==> config.mk <==
export PLATFORM = sky130hd
export DESIGN_NAME = alu_share_arbiter_flat
export DESIGN_NICKNAME = d
export VERILOG_FILES = /design/src/rtl/alu_share_arbiter_if.sv /design/src/rtl/alu_share_arbiter.sv /design/src/flat_wrapper.sv
export SDC_FILE = /design/constraint.sdc
export NUM_CORES = 1
export LEC_CHECK = 0
export CORE_UTILIZATION = 42
export DETAILED_ROUTE_END_ITERATION = 8
export PLACE_DENSITY_LB_ADDON = 0.3
export SETUP_SLACK_MARGIN = 0.1
export SYNTH_ARGS = -nofsm -noshare
export SYNTH_HDL_FRONTEND = slang
export SYNTH_SLANG_ARGS = --single-unit
export TNS_END_PERCENT = 50
==> constraint.sdc <==
create_clock -name clk -period 7 [get_ports clk]
set_clock_uncertainty 0.15 [all_clocks]
set_input_delay 0.7 -clock clk [delete_from_list [all_inputs] [get_ports clk]]
set_output_delay 0.7 -clock clk [all_outputs]
set_load 0.02 [all_outputs]
==> src/rtl/alu_share_arbiter_if.sv <==
`default_nettype none
//==============================================================================
// Module      : alu_share_arbiter_if
// Description : Requester handshake, response and ALU-side bus of the shared
//               ALU arbiter. The slave modport is the arbiter's view.
// Revision    : 1.0 - initial release
//==============================================================================
interface alu_share_arbiter_if;
    logic        req0;
    logic        req1;
    logic [3:0]  ctrl0;
    logic [3:0]  ctrl1;
    logic [31:0] a0;
    logic [31:0] a1;
    logic [31:0] b0;
    logic [31:0] b1;
    logic        gnt0;
    logic        gnt1;
    logic        done0;
    logic        done1;
    logic [31:0] rsp_result;
    logic [7:0]  rsp_status;
    logic        busy;
    logic [3:0]  alu_control;
    logic [31:0] alu_op_1;
    logic [31:0] alu_op_2;
    logic [31:0] alu_result;
    logic [7:0]  alu_status;

    modport slave (
        input  req0, req1, ctrl0, ctrl1, a0, a1, b0, b1,
        output gnt0, gnt1, done0, done1, rsp_result, rsp_status, busy,
        output alu_control, alu_op_1, alu_op_2,
        input  alu_result, alu_status
    );

    modport master (
        output req0, req1, ctrl0, ctrl1, a0, a1, b0, b1,
        input  gnt0, gnt1, done0, done1, rsp_result, rsp_status, busy,
        input  alu_control, alu_op_1, alu_op_2,
        output alu_result, alu_status
    );
endinterface
`default_nettype wire

==> src/rtl/alu_share_arbiter.sv <==
`default_nettype none
//==============================================================================
// Module      : alu_share_arbiter
// Description : Round-robin arbiter/sequencer time-sharing one 32-bit ALU
//               between two requesters; holds operands for EXEC_CYCLES cycles.
// Revision    : 1.0 - initial release
//==============================================================================
module alu_share_arbiter #(
    parameter int EXEC_CYCLES = 1
) (
    input  wire logic          clk,
    input  wire logic          reset,
    alu_share_arbiter_if.slave bus
);

    typedef enum logic [0:0] {
        S_IDLE = 1'b0,
        S_EXEC = 1'b1
    } state_t;

    localparam logic [3:0] c_count_load = 4'(EXEC_CYCLES - 1);

    state_t      r_state;
    state_t      w_state_nxt;
    logic [3:0]  r_count;
    logic [3:0]  w_count_nxt;
    logic        r_last_grant;
    logic        w_last_grant_nxt;
    logic        r_owner;
    logic        w_owner_nxt;
    logic        w_gnt0;
    logic        w_gnt1;
    logic        w_capture;
    logic        r_done0;
    logic        r_done1;
    logic [31:0] r_rsp_result;
    logic [7:0]  r_rsp_status;
    logic [3:0]  r_alu_control;
    logic [31:0] r_alu_op_1;
    logic [31:0] r_alu_op_2;

    always_comb begin
        w_state_nxt      = r_state;
        w_count_nxt      = r_count;
        w_last_grant_nxt = r_last_grant;
        w_owner_nxt      = r_owner;
        w_gnt0           = 1'b0;
        w_gnt1           = 1'b0;
        w_capture        = 1'b0;
        case (r_state)
            S_IDLE: begin
                // Grants are masked while reset is held so every output reads 0.
                if (!reset) begin
                    if (bus.req0 && (!bus.req1 || r_last_grant)) begin
                        w_gnt0 = 1'b1;
                    end else if (bus.req1) begin
                        w_gnt1 = 1'b1;
                    end
                end
                if (w_gnt0 || w_gnt1) begin
                    w_owner_nxt      = w_gnt1;
                    w_last_grant_nxt = w_gnt1;
                    w_count_nxt      = c_count_load;
                    w_state_nxt      = S_EXEC;
                end
            end
            S_EXEC: begin
                if (r_count == 4'd0) begin
                    w_capture   = 1'b1;
                    w_state_nxt = S_IDLE;
                end else begin
                    w_count_nxt = r_count - 4'd1;
                end
            end
            default: begin
                w_state_nxt = S_IDLE;
            end
        endcase
    end

    always_ff @(posedge clk or posedge reset) begin
        if (reset) begin
            r_state      <= S_IDLE;
            r_count      <= 4'd0;
            r_last_grant <= 1'b1;
            r_owner      <= 1'b0;
        end else begin
            r_state      <= w_state_nxt;
            r_count      <= w_count_nxt;
            r_last_grant <= w_last_grant_nxt;
            r_owner      <= w_owner_nxt;
        end
    end

    always_ff @(posedge clk or posedge reset) begin
        if (reset) begin
            r_done0      <= 1'b0;
            r_done1      <= 1'b0;
            r_rsp_result <= 32'd0;
            r_rsp_status <= 8'd0;
        end else begin
            r_done0 <= w_capture && !r_owner;
            r_done1 <= w_capture && r_owner;
            if (w_capture) begin
                r_rsp_result <= bus.alu_result;
                r_rsp_status <= bus.alu_status;
            end
        end
    end

    // Operand registers only move on a grant, so the ALU sees stable inputs.
    always_ff @(posedge clk or posedge reset) begin
        if (reset) begin
            r_alu_control <= 4'd0;
            r_alu_op_1    <= 32'd0;
            r_alu_op_2    <= 32'd0;
        end else if (w_gnt0) begin
            r_alu_control <= bus.ctrl0;
            r_alu_op_1    <= bus.a0;
            r_alu_op_2    <= bus.b0;
        end else if (w_gnt1) begin
            r_alu_control <= bus.ctrl1;
            r_alu_op_1    <= bus.a1;
            r_alu_op_2    <= bus.b1;
        end
    end

    assign bus.gnt0        = w_gnt0;
    assign bus.gnt1        = w_gnt1;
    assign bus.done0       = r_done0;
    assign bus.done1       = r_done1;
    assign bus.rsp_result  = r_rsp_result;
    assign bus.rsp_status  = r_rsp_status;
    assign bus.busy        = (r_state == S_EXEC);
    assign bus.alu_control = r_alu_control;
    assign bus.alu_op_1    = r_alu_op_1;
    assign bus.alu_op_2    = r_alu_op_2;

endmodule
`default_nettype wire

==> src/flat_wrapper.sv <==
// flat-port wrapper written by rule: the top's interface ports become plain ports
module alu_share_arbiter_flat 
#(
    parameter int EXEC_CYCLES = 1
)
  (clk, reset, bus_req0, bus_req1, bus_ctrl0, bus_ctrl1, bus_a0, bus_a1, bus_b0, bus_b1, bus_gnt0, bus_gnt1, bus_done0, bus_done1, bus_rsp_result, bus_rsp_status, bus_busy, bus_alu_control, bus_alu_op_1, bus_alu_op_2, bus_alu_result, bus_alu_status);
  alu_share_arbiter_if bus_i ();
  input  wire logic clk;
  input  wire logic reset;
  input wire logic [$bits(bus_i.req0)-1:0] bus_req0;
  input wire logic [$bits(bus_i.req1)-1:0] bus_req1;
  input wire logic [$bits(bus_i.ctrl0)-1:0] bus_ctrl0;
  input wire logic [$bits(bus_i.ctrl1)-1:0] bus_ctrl1;
  input wire logic [$bits(bus_i.a0)-1:0] bus_a0;
  input wire logic [$bits(bus_i.a1)-1:0] bus_a1;
  input wire logic [$bits(bus_i.b0)-1:0] bus_b0;
  input wire logic [$bits(bus_i.b1)-1:0] bus_b1;
  output wire logic [$bits(bus_i.gnt0)-1:0] bus_gnt0;
  output wire logic [$bits(bus_i.gnt1)-1:0] bus_gnt1;
  output wire logic [$bits(bus_i.done0)-1:0] bus_done0;
  output wire logic [$bits(bus_i.done1)-1:0] bus_done1;
  output wire logic [$bits(bus_i.rsp_result)-1:0] bus_rsp_result;
  output wire logic [$bits(bus_i.rsp_status)-1:0] bus_rsp_status;
  output wire logic [$bits(bus_i.busy)-1:0] bus_busy;
  output wire logic [$bits(bus_i.alu_control)-1:0] bus_alu_control;
  output wire logic [$bits(bus_i.alu_op_1)-1:0] bus_alu_op_1;
  output wire logic [$bits(bus_i.alu_op_2)-1:0] bus_alu_op_2;
  input wire logic [$bits(bus_i.alu_result)-1:0] bus_alu_result;
  input wire logic [$bits(bus_i.alu_status)-1:0] bus_alu_status;
  assign bus_i.req0 = bus_req0;
  assign bus_i.req1 = bus_req1;
  assign bus_i.ctrl0 = bus_ctrl0;
  assign bus_i.ctrl1 = bus_ctrl1;
  assign bus_i.a0 = bus_a0;
  assign bus_i.a1 = bus_a1;
  assign bus_i.b0 = bus_b0;
  assign bus_i.b1 = bus_b1;
  assign bus_gnt0 = bus_i.gnt0;
  assign bus_gnt1 = bus_i.gnt1;
  assign bus_done0 = bus_i.done0;
  assign bus_done1 = bus_i.done1;
  assign bus_rsp_result = bus_i.rsp_result;
  assign bus_rsp_status = bus_i.rsp_status;
  assign bus_busy = bus_i.busy;
  assign bus_alu_control = bus_i.alu_control;
  assign bus_alu_op_1 = bus_i.alu_op_1;
  assign bus_alu_op_2 = bus_i.alu_op_2;
  assign bus_i.alu_result = bus_alu_result;
  assign bus_i.alu_status = bus_alu_status;
  alu_share_arbiter #(.EXEC_CYCLES(EXEC_CYCLES)) u_core (.clk(clk), .reset(reset), .bus(bus_i));
endmodule
Word level (Yosys, flattened, before mapping)
Cells that the tools add are included. W data, S select, Z words.

Bitwise logic cells: 1. Add/sub/neg operators: 1. Reduce and logical (&&, ||, !) cells: 11. Eq/ne operators: 2. Muxes and demuxes: 23.

Operators by type and width (count): $mux W32 (4); $mux W4 (4); $mux W1 (13); $pmux W4 S2 (1); $logic_not A4 Y1 (1); $reduce_and A2 Y1 (2); $sub A4 B1 Y4 const B (1); $logic_and A1 B1 Y1 (3); $logic_not A1 Y1 (2); $logic_or A1 B1 Y1 (2); $ne A2 B1 Y1 const B (1); $ne A2 B2 Y1 const B (1); $pmux W1 S2 (1); $reduce_bool A2 Y1 (1); $not A1 Y1 (1).

Output and inout port bits: 113. Logic and storage cells: 49. Flip-flop bits (word level): 117.

Depth between registers and ports, before layout
Gate-level depths: netlist of the first run.

Depth in word-level cells: 9. Mapped depth: 6. Mapped depth without buffers: 5.

Least setup slack after synthesis of the first run
Ideal clock, no wire load.

Kind: input -> output. Start point: input reset. End point: output bus_gnt1. Path buffers: 2. Arrival: 1.638 ns. Setup slack: 4.512 ns. Stages on the path: 4. Data required time: 6.150 ns. Path through: or3b_1 > buf_4 > buf_6 > nor2_1.

Cells in the longest elaborated chain, start to end: 3.

RTL lines: from (decl) (RTL line flat_wrapper.sv:9) `input wire logic reset;`; $mux W1 (RTL line alu_share_arbiter.sv:53) `if (!reset) begin`; $mux W1 (2 in a row) (RTL line alu_share_arbiter.sv:50) `case (r_state)`; to (decl) (RTL line flat_wrapper.sv:19) `output wire logic [$bits(bus_i.gnt1)-1:0] bus_gnt1;`.

Every way passes these cells. The select of a mux whose other input is x is not followed.

Worst setup path in the final report of the first run
Start point: input reset. End point: output bus_gnt0.

Cells in the longest elaborated chain, start to end: 3.

RTL lines: $mux W1 (RTL line alu_share_arbiter.sv:53); $mux W1 (2 in a row) (RTL line alu_share_arbiter.sv:50); to (decl) (RTL line flat_wrapper.sv:18) `output wire logic [$bits(bus_i.gnt0)-1:0] bus_gnt0;`.

Every way passes these cells. The select of a mux whose other input is x is not followed.

==> impl_metrics.ini, run 1 <==
[run_status]
status = complete, no violations

[clock_tree]
clock_path_buffers = 2
cts.sinks = 117
cts_tree = built
cts_hold_buf = 0
clkTransAtPathRegs_ps = 50
cts_buffers = 17
cts_resized = 0
cts-htree-levels = 4
insertion_delay_ps = 410
root_buffer = clkbuf_16
cts_setup_buffers = 0

[layout]
multi_input_comb_area_mm2 = 0.002210
nets = 828
areaGrowthSynthToFinish_pct = 64.69
drive_gt1_frac = 0.2152
diodes = 0
final_area_mm2 = 0.008912
mostFrequentLayoutCell = clkdlybuf4s50_1
seq_area_mm2 = 0.002929
fillers = 877
final_cell_mix = clkdlybuf4s50_1, dfrtp_1, nor3b_2, a221o_1, mux2_2

[sta]
worstMarginPinSlew_ps = 1154
rsz0062_at_grt = false
period_share = 0.5668
hold_violations = 0
setup_tns_ps = 0
setup_viol = 0
relSlewSlack = 0.2305
final_max_slew_viol_count = 0
min_period_ps = 3968
fmax_ghz = 0.2520

[worst_setup_path]
timing.rr.end = u_core.bus.alu_op_1[21]
worst_r2r_path_depth = 4
startpoint_type = input port
rr_startpoint = u_core.bus.busy
cp.required_ps = 6150
regToRegSetupSlack_ps = 4520
end_kind = output port
worstPathArrival_ps = 3120
worstPathCellList = clkdlybuf4s50_1, nor2_1, and3_2, buf_4, clkdlybuf4s50_1
critPathKind = input port to output port
cpMaxStageDelayCell = clkdlybuf4s50_1
cpMostUsedCell = clkdlybuf4s50_1
slowest_delay_ps = 750
path_max_fanout = 70

[floorplanning]
die-area_mm2 = 0.01334
start_util = 0.4306
core_mm2 = 0.01257
die_y_um = 115.5
die-width_um = 115.5
rows = 41
pin_count = 293

[route]
wl_per_cell_um = 19.30
drtPass1Iterations = 4
ant_nets = 0
via_count = 4377
route.detailed.drc = 0
first_iter_violations = 241
avgViaCountPerCell = 5.261
wl_mm = 16.06

[placement]
gp_congestion = 0.7836
hpwlAfterDp_mm = 10.87
io_buffers = 292
placed_area_mm2 = 0.008343

[yosys]
synth_seq_cells = 117
yosysTopAreaCellShare = 0.5364
synth_cells = 366
synth_area_leader_cell = dfrtp_1
ys_types = 31
synth.yosys.seq_area_share = 0.5413
synthesis.area_mm2 = 0.005411
avgSynthCellArea_um2 = 14.79
syn_nets = 547
synth.top_cells.by_area = dfrtp_1, nor3b_2, a221o_1, mux2_2, buf_6
synth_warnings = 0

[min_path]
min_path_cells = 1
hp-start = u_core.r_owner
worstHoldEndpoint = u_core.bus.done0
hp-class = register to register

[pwr]
p_leak_uw = 0.003536
power.density_mw_per_mm2 = 280.2
peakVddDrop_mv = 0.1493

[job]
drv_cap = 0

[grt]
overflow = 0
grt_pass1_wl_mm = 24.18
grt_pass1_vias = 4568
gr-usage-all-layers = 0.2413
antenna_found_initial = 0
grt_max_degree = 78
[Yosys cell counts]
master / number
nor3b_2: 68
o21ai_0: 2
dfrtp_1: 116
clkbuf_1: 7
or3b_1: 1
nor3_2: 1
nor4_1: 2
and3_1: 1
dfstp_2: 1
mux2_1: 10
nor2_1: 4
buf_6: 15
and2_1: 1
o211ai_1: 2
buf_2: 9
mux2i_1: 2
nand4b_1: 1
a21o_1: 1
a221o_1: 68
mux2_2: 30
nor3b_1: 1
a31o_2: 1
inv_1: 5
ha_1: 1
nor3_1: 1
a21oi_1: 3
nand2_1: 3
nand2b_1: 2
buf_4: 5
o21ai_1: 1
or2_2: 1
[cell type report]
type                            instances  area share
Multi-Input combinational cell        208      0.2479
Sequential cell                       117      0.3287
Clock inverter                         10     0.01179
Inverter                                5    0.002387
Clock buffer                           22     0.05208
Timing Repair Buffer                  298      0.3330
Tap cell                              172     0.02415
[worst max path at each step]
stage           from                   endpoint  slack (ps)
3_3_place_gp   reset                   bus_gnt0        3050
5_1_grt        reset                   bus_gnt0        2890
6_report       reset                   bus_gnt0        3030
3_5_place_dp   reset                   bus_gnt0        3010
4_1_cts        reset                   bus_gnt0        3000
2_1_floorplan  reset  u_core.bus.alu_control[0]        3050
[registers in the layout, indices dropped and copies added (netlist names)]
name / cells
u_core.r_last_grant: 1
u_core.r_owner: 1
u_core.r_count: 4
u_core.bus.alu_control: 4
u_core.bus.busy: 1
u_core.bus.alu_op_2: 32
u_core.bus.done0: 1
u_core.bus.alu_op_1: 32
u_core.bus.rsp_status: 8
u_core.bus.done1: 1
u_core.bus.rsp_result: 32
[critical path: cells and delay by family]
family        cells  cell delay [ps]
buf+inv           3             1860
simple gates      2              550
[per-stage QoR]
step                utilization  power, µW  hold slack (ps)  std cells  setup slack [ps]
floorplan                     -       1262            259.2        366              3051
global placement         0.6638       1654            273.3        800              3049
detailed placement       0.6638       1671            277.0        800              3008
CTS                      0.7091       2521            284.9        832              2999
global route             0.7091       2599            317.7        832              2893
finish                   0.7091       2497            287.5        832              3032
[metal layers]
metal  track usage  vias to the layer above  part of all wire
met3       0.06695                       34             0.068
met1        0.2864                     2176              0.39
met4        0.1212                        0             0.033
met5             0                        -                 0
li1              -                     1980                 -
met2        0.4028                      187              0.51
[kinds of logic (layout without fill, tap and decap cells)]
kind of cell | after synthesis | in the layout | synth area share
buffers and inverters | 41 | 335 | 0.05480
DFF | 117 | 117 | 0.5413
adders and majority gates | 1 | 1 | 0.002312
and+or+nand+nor | 87 | 87 | 0.1776
AOI/OAI and AO/OA | 78 | 78 | 0.1371
muxes | 42 | 42 | 0.08694
[where the power goes]
| group | switching, µW | total (µW) | internal, µW |
|---|---|---|---|
| Combinational | 362 | 780 | 418 |
| Clock | 298 | 836 | 538 |
| Sequential | 74.9 | 882 | 807 |
| Total | 735 | 2500 | 1760 |
No activity file was read; power rests on OpenSTA's default activity.
==> run 2, diff against run 1 <==
- CORE_UTILIZATION: 42 -> 39
- clock period: 7 -> 4 ns (I/O delays scaled with it)
==> impl_metrics.ini, run 2 (synthesized netlist as in run 1, its figures left out) <==
[run_status]
status = complete, no violations

[route]
ant_nets = 0
wl_per_cell_um = 18.97
route.detailed.drc = 0
via_count = 4385
drtPass1Iterations = 4
first_iter_violations = 240
avgViaCountPerCell = 5.251
wl_mm = 15.84

[placement]
gp_congestion = 0.7708
pre_cts_ws_ps = 1099
hpwlAfterDp_mm = 10.88
io_buffers = 292
placed_area_mm2 = 0.008361

[min_path]
hp-class = register to register

[pwr]
power.density_mw_per_mm2 = 503.5
peakVddDrop_mv = 0.2645
p_leak_uw = 0.003570

[worst_setup_path]
critPathTopFamily = buffers and inverters
critPathKind = input port to output port
startpoint_type = input port
worstPathCellList = clkdlybuf4s50_1, and2_4, nor2_1, clkdlybuf4s50_1
critPathBufInv = 2
slowest_delay_ps = 590
cp.required_ps = 3450
cpMaxStageDelayCell = clkdlybuf4s50_1
worstPathArrival_ps = 2210
cpMostUsedCell = clkdlybuf4s50_1
path_max_fanout = 31
end_kind = output port

[sta]
min_period_ps = 2756
period_share = 0.6891
hold_violations = 0
worstMarginPinSlew_ps = 1178
relSlewSlack = 0.2150
final_max_slew_viol_count = 0
setup_tns_ps = 0
fmax_ghz = 0.3628
setup_viol = 0
rsz0062_at_grt = false
worst_hold_slack_ps = 289.6
setup_ws_ps = 1244

[layout]
areaGrowthSynthToFinish_pct = 66.22
final_area_mm2 = 0.008995
mostFrequentLayoutCell = clkdlybuf4s50_1
fillers = 976
utilization = 0.6712
drive_gt1_frac = 0.2155
diodes = 0
seq_area_mm2 = 0.002929
multi_input_comb_area_mm2 = 0.002210
nets = 828
final_cell_mix = clkdlybuf4s50_1, dfrtp_1, nor3b_2, a221o_1, mux2_2

[clock_tree]
cts_setup_buffers = 0
insertion_delay_ps = 410
cts.sinks = 117
clkTransAtPathRegs_ps = 50
cts_resized = 0
cts_buffers = 17
cts_hold_buf = 0
root_buffer = clkbuf_16
cts_tree = built
clock_path_buffers = 2
cts-htree-levels = 4

[floorplanning]
die-width_um = 119.8
pin_count = 293
start_util = 0.4038
die-area_mm2 = 0.01435
core_mm2 = 0.01340
die_y_um = 119.8
rows = 42

[grt]
met1_usage = 0.2542
grt_pass1_vias = 4586
overflow = 0
antenna_found_initial = 0
grt.met3_usage = 0.06084
gr-usage-all-layers = 0.2240
grt_max_degree = 76
grt_busiest_layer = met2
grt_pass1_wl_mm = 24.36
use_met2 = 0.3862

[job]
drv_cap = 0
## run 2: cell types whose count changed in the layout (fill, tap and decap cells not counted)
cell | before | now
buf_12 | 0 | 1
clkbuf_8 | 2 | 4
clkbuf_1 | 3 | 2
clkinv_2 | 6 | 2
bufinv_16 | 2 | 4
clkinvlp_4 | 2 | 1
buf_4 | 6 | 5
clkinv_4 | 0 | 1
## run 2: worst paths after layout
path                                startpoint                        to  slack, ps  cells past startpoint
min in group asynchronous                reset  u_core.bus.rsp_result[8]        520                      2
max in group asynchronous                reset    u_core.bus.alu_op_1[6]       2430                      3
setup / recovery                      bus_req0                  bus_gnt1       1240                      4
setup reg to reg           u_core.r_last_grant    u_core.bus.alu_op_2[8]       1590                      4
hold reg to reg                 u_core.r_owner          u_core.bus.done0        290                      1
hold / removal                  u_core.r_owner          u_core.bus.done0        290                      1
## run 2: metal layers
layer	vias up	wire (µm)
met5	-	0
met4	0	478
met3	31	1024
met2	192	8205
met1	2179	6136
li1	1983	-
## run 2: cell type report
| type | instances | area share |
|---|---|---|
| Timing Repair Buffer | 298 | 0.3313 |
| Multi-Input combinational cell | 208 | 0.2457 |
| Sequential cell | 117 | 0.3256 |
| Tap cell | 176 | 0.02448 |
| Inverter | 5 | 0.002365 |
| Clock inverter | 8 | 0.01627 |
| Clock buffer | 23 | 0.05425 |
## run 2: per-stage QoR
step	cells	power, µW
floorplan	366	2209
global placement	804	2895
detailed placement	804	2924
CTS	835	4575
global route	835	4712
finish	835	4529
## run 2: power by group
part	leakage (µW)	switching (µW)	internal, µW	total (µW)
Clock	0.000309	521	1100	1620
Sequential	0.00143	128	1410	1540
Combinational	0.00184	632	733	1360
## run 2: worst reg2reg max path: cells and delay by family, from the launching register on
kind	cells	cell delay, ps
buffers and inverters	1	640
AO/OA/AOI/OAI	1	310
flip-flops	1	540
AND/OR/NAND/NOR	2	650
==> run 3, diff against run 2 <==
- CORE_UTILIZATION: 39 -> 36
- clock period: 4 -> 2.5 ns (I/O delays scaled with it)
==> impl_metrics.ini, run 3 (synthesized netlist as in run 1, its figures left out) <==
[route]
route.detailed.drc = 0
ant_nets = 0
first_iter_violations = 193
via_count = 4371
wl_per_cell_um = 18.62
drtPass1Iterations = 4
wl_mm = 15.75
avgViaCountPerCell = 5.167

[layout]
fillers = 1147
diodes = 0
drive_gt1_frac = 0.2160
areaGrowthSynthToFinish_pct = 67.10
final_cell_mix = clkdlybuf4s50_1, dfrtp_1, nor3b_2, a221o_1, mux2_2
nets = 833
mostFrequentLayoutCell = clkdlybuf4s50_1
layout.cells.non_filler = 846

[floorplanning]
start_util = 0.3709
die_y_um = 124.6
die-width_um = 124.6
die-area_mm2 = 0.01553
core_mm2 = 0.01459
pin_count = 293
rows = 44

[pwr]
power_uw = 6996
p_sw_uw = 2017
power.density_mw_per_mm2 = 773.6
p_int_uw = 4979
p_leak_uw = 0.003603
power_frac_clock = 0.332
combPwrFrac = 0.315
p_seq_frac = 0.353
switching_share = 0.2883
peakVddDrop_mv = 0.5232

[sta]
setup_tns_ps = 0
period_share = 0.8919
rsz0062_at_grt = false
hold_violations = 0
fmax_ghz = 0.4485
setup_ws_ps = 270.2
relSlewSlack = 0.5547
min_period_ps = 2230
worstMarginPinSlew_ps = 665.4
final_max_slew_viol_count = 0
setup_viol = 0

[placement]
pre_cts_ws_ps = 149.2
place_inst = 817
gp_congestion = 0.7746
hpwlAfterDp_mm = 10.86
io_buffers = 292

[worst_setup_path]
end_kind = output port
cp.required_ps = 2100
worstPathArrival_ps = 1830
critPathKind = register to output port
startpoint_type = register
path_max_fanout = 8

[run_status]
status = complete, no violations

[clock_tree]
cts_tree = built
cts_hold_buf = 0
clock_path_buffers = 2
cts_setup_buffers = 0
clkTransAtPathRegs_ps = 50
cts_buffers = 17
insertion_delay_ps = 410
cts-htree-levels = 4
root_buffer = clkbuf_16
cts.sinks = 117

[grt]
overflow = 0
grt_pass1_vias = 4752
antenna_found_initial = 0
gr-usage-all-layers = 0.2065
grt_pass1_wl_mm = 25.27
grt_max_degree = 70

[min_path]
hp-class = input port to async pin

[job]
drv_cap = 0
-- run 3: cell types whose count changed in the layout (fill, tap and decap cells not counted), moves of 2 or more --
| cell | previous run | this run |
|---|---|---|
| buf_12 | 1 | 7 |
| bufinv_16 | 4 | 2 |
| clkbuf_1 | 2 | 4 |
| clkdlybuf4s50_1 | 292 | 290 |
-- run 3: routing by layer --
| layer | track usage | wire (µm) |
|---|---|---|
| met5 | 0 | 0 |
| met4 | 0.09213 | 370 |
| met3 | 0.06014 | 1056 |
| met2 | 0.3510 | 8095 |
| met1 | 0.2400 | 6230 |
-- run 3: power groups by stage --
stage | registers [µW] | clock network (µW) | logic, µW
after global routing | 2510 | 2440 | 2320
after floorplan | 2910 | 0 | 626
final | 2470 | 2320 | 2210
after CTS | 2470 | 2360 | 2230
after detailed placement | 2490 | 0 | 2230
after global placement | 2480 | 0 | 2200
-- run 3: area by class of cell --
| cell class | instances | area, µm² | share of cell area |
|---|---|---|---|
| clock buffers | 24 | 481.7 | 0.05327 |
| well taps | 184 | 230.2 | 0.02546 |
| clock inverters | 5 | 75.07 | 0.008302 |
| inverters | 5 | 22.52 | 0.002491 |
| multi-input cells | 208 | 2210 | 0.2444 |
| repair buffers | 303 | 3094 | 0.3422 |
| flip-flops and latches | 117 | 2929 | 0.3239 |
-- run 3: path summary, 6_finish.rpt --
check	end	slack [ps]	startpoint	cells past startpoint
max in group asynchronous	u_core.bus.alu_op_2[10]	1320	reset	4
hold reg to reg	u_core.bus.done0	290	u_core.r_owner	1
setup / recovery	bus_gnt1	270	u_core.bus.busy	3
hold / removal	u_core.r_count[1]	260	reset	3
setup reg to reg	u_core.bus.rsp_result[10]	590	u_core.r_count[0]	6
min in group clk	u_core.bus.done0	290	u_core.r_owner	1
-- run 3: repair_timing --
action / CTS / global route
endpoints found under the setup margin: 1 / 1
resized for setup: 1 / 1
endpoints found under the hold margin: 0 / 0
cloned: 0 / 0
-- run 3: worst max-delay path, cell delays in order, from the launching register on --
cell and delay, ps:
dfrtp_1 450, or3b_4 450, nor2_1 130, dlygate4sd2_1 390
-- run 3: stage by stage --
stage          hold WS (ps)    util  instance area (µm²)
2_1_floorplan         234.7       -                 5415
3_3_place_gp          267.3  0.5816                 8484
3_5_place_dp          276.2  0.5816                 8484
4_1_cts               252.4  0.6196                 9040
5_1_grt               294.1  0.6198                 9042
6_report              256.4  0.6198                 9042
==> RTL change: new RTL, config.mk and constraints of run 1 <==
Make the reset (`reset`) synchronous in 3 clocked blocks.
--- a/src/rtl/alu_share_arbiter.sv
+++ b/src/rtl/alu_share_arbiter.sv
@@ -78,7 +78,7 @@
         endcase
     end
 
-    always_ff @(posedge clk or posedge reset) begin
+    always_ff @(posedge clk) begin
         if (reset) begin
             r_state      <= S_IDLE;
             r_count      <= 4'd0;
@@ -92,7 +92,7 @@
         end
     end
 
-    always_ff @(posedge clk or posedge reset) begin
+    always_ff @(posedge clk) begin
         if (reset) begin
             r_done0      <= 1'b0;
             r_done1      <= 1'b0;
@@ -109,7 +109,7 @@
     end
 
     // Operand registers only move on a grant, so the ALU sees stable inputs.
-    always_ff @(posedge clk or posedge reset) begin
+    always_ff @(posedge clk) begin
         if (reset) begin
             r_alu_control <= 4'd0;
             r_alu_op_1    <= 32'd0;
Behaviour: differs if reset is asserted again (counterexample within 4 cycles, from zero or initial values and one cycle with reset high); with reset held inactive, the same outputs for 4 cycles.
==> RTL change against run 1 <==
  * Wire length rose by 3.1%
  * Sequential share of layout area shrank 5.7 points
  * Final cell count grew 19%
  * Design area is 3.2% lower
  * Power down 22%
  * Fmax fell by 7.5%
  * Utilization up 0.88 points
  * Sequential cell count unchanged
  * Worst setup slack worse by 0.32 ns
  * Synthesized area shrank 4.2%
  * Critical path type unchanged
  * Largest cell class unchanged
  * Largest power group is now the clock network
==> RTL change: results (changes against run 1) <==
synth:
  synth.top_cells.by_count: "dfxtp_1 (117), nand2_1 (99), mux2i_1 (52), o31ai_1 (52), a21oi_2 (50)"
  post_synth_num_cell_types: 34  # +9.7%
  post_synth_main_area_contributors: "dfxtp_1 (45%), mux2i_1 (10%), a21oi_2 (8.5%)"
  share_of_async_settable_or_async_resettable_flops_after_synthesis_pct: 0  # -100 points
  synth_mux_area_share_pct: 10.04  # +1.3 points
  seq_area_frac_synth_pct: 45.20  # -8.9 points
  synth_edf_count: 0  # unchanged
  synth_compound_area_share_pct: 24.92  # +11 points
power_and_ir_drop:
  powerClk_uw: 811  # -3.0%
  share_seq_of_total_power_pct: 37.7  # +2.4 points
  power.density_nw_per_um2: 227.3  # -19%
  leakage_uw: 0.003020  # -15%
  power.largest_group: "the clock network"
  max-vdd-ir-drop_v: 0.0001118  # -25%
grt:
  grt_max_degree: 70  # -10%
  overall_global_routing_resource_usage_pct: 25.41  # +1.3 points
  grt_pass1_wl_microns: 25300  # +4.6%
  first_global_vias: 5172  # +13%
finish:
  n_fill_cell: 931  # +6.2%
  drive_above_1_share_pct: 11.26  # -10 points
worst_setup_path:
  setup.reg_to_reg.worst_slack_ns: 4.44  # -0.08 ns
  timing.rr.end: "u_core.bus.alu_op_2[8]$_SDFFE_PP0P_"
  data_arrival_critical_path_ns: 3.44  # +0.32 ns
  r2r_start: "u_core.bus.busy$_SDFF_PP0_"
  crit_start: "bus_req0"
route:
  wire_per_inst_microns: 16.70  # -13%
  routed_via_density: 5.314  # +1.0%
  drtPass1Iterations: 5  # +1
  drtIter0Drc: 324  # +34%
placement:
  dpl-instance-area_sq_um: 8060  # -3.4%
  gp_congestion: 0.7654  # -2.3%
  hpwl_microns: 11640  # +7.0%
timing:
  setup_viol: 0  # unchanged
  tightest_slew_ns: 1.218  # +0.06336 ns
outcome:
  outcome: "complete, no violations"
clock_network:
  cts.repair.resized: 0  # unchanged
==> RTL change: cell types whose count changed after synthesis, sizes merged, moves of 19 or more <==
cell,delta
nand2,+96
dfrtp,-116
nor3b,-66
mux2,-40
o31ai,+52
a21oi,+94
mux2i,+50
or3,+19
dfxtp,+117
clkbuf,+28
a221o,-68
==> RTL change: area by class of cell <==
class / instances / area [sq um] / area share (%)
multi-input cells: 392 / 2552 / 29.60
well taps: 147 / 183.9 / 2.133
repair buffers: 298 / 2963 / 34.36
flip-flops and latches: 117 / 2342 / 27.16
inverters: 5 / 18.77 / 0.2176
clock buffers: 22 / 484.2 / 5.615
clock inverters: 10 / 78.83 / 0.9141
==> RTL change: worst min path at each step <==
stage / to / cells after the start / startpoint / slack (ns)
floorplan: u_core.bus.done0$_SDFF_PP0_ / 1 / u_core.r_owner$_SDFFE_PP0P_ / 0.26
global placement: u_core.bus.rsp_status[6]$_SDFFE_PP0P_ / 2 / u_core.bus.rsp_status[6]$_SDFFE_PP0P_ / 0.29
detailed placement: u_core.bus.rsp_result[12]$_SDFFE_PP0P_ / 2 / u_core.bus.rsp_result[12]$_SDFFE_PP0P_ / 0.30
CTS: u_core.bus.rsp_result[12]$_SDFFE_PP0P_ / 2 / u_core.bus.rsp_result[12]$_SDFFE_PP0P_ / 0.30
global route: u_core.bus.rsp_result[30]$_SDFFE_PP0P_ / 2 / u_core.bus.rsp_result[30]$_SDFFE_PP0P_ / 0.33
finish: u_core.bus.rsp_result[24]$_SDFFE_PP0P_ / 2 / u_core.bus.rsp_result[24]$_SDFFE_PP0P_ / 0.30
==> RTL change: metal layers <==
layer  global-route usage [%]  up-vias  routed length (microns)  share of wire [%]
li1                         -     2566                        -                  -
met1                    27.52     2444                     6510                 39
met2                    44.46      218                     8241                 50
met5                        0        -                        0                  0
met4                    12.98        0                      531                3.2
met3                    8.141       38                     1264                7.6
==> RTL change: logic make-up after synthesis <==
kind of cell | Yosys count
AO/OA/AOI/OAI | 187
AND/OR/NAND/NOR | 152
flip-flops | 117
buffers and inverters | 64
multiplexers | 52
adder cells (fa/ha/maj) | 1
==> RTL change: worst max-delay path: stages <==
cell and delay (ns):
clkdlybuf4s50_1 0.94, nand2b_4 0.49, or3_2 0.57, inv_1 0.10, clkdlybuf4s50_1 0.60
==> RTL change: through the flow <==
stage | instances | hold WS, ns | utilization, % | setup slack [ns] | power, uW
6_report | 991 | 0.3006 | 71.79 | 2.713 | 1960
5_1_grt | 991 | 0.3267 | 71.79 | 2.528 | 2044
4_1_cts | 991 | 0.3045 | 71.79 | 2.688 | 1976
3_5_place_dp | 959 | 0.2978 | 67.10 | 2.678 | 1162
3_3_place_gp | 959 | 0.2905 | 67.10 | 2.758 | 1155
2_1_floorplan | 573 | 0.2606 | - | 4.472 | 946.9
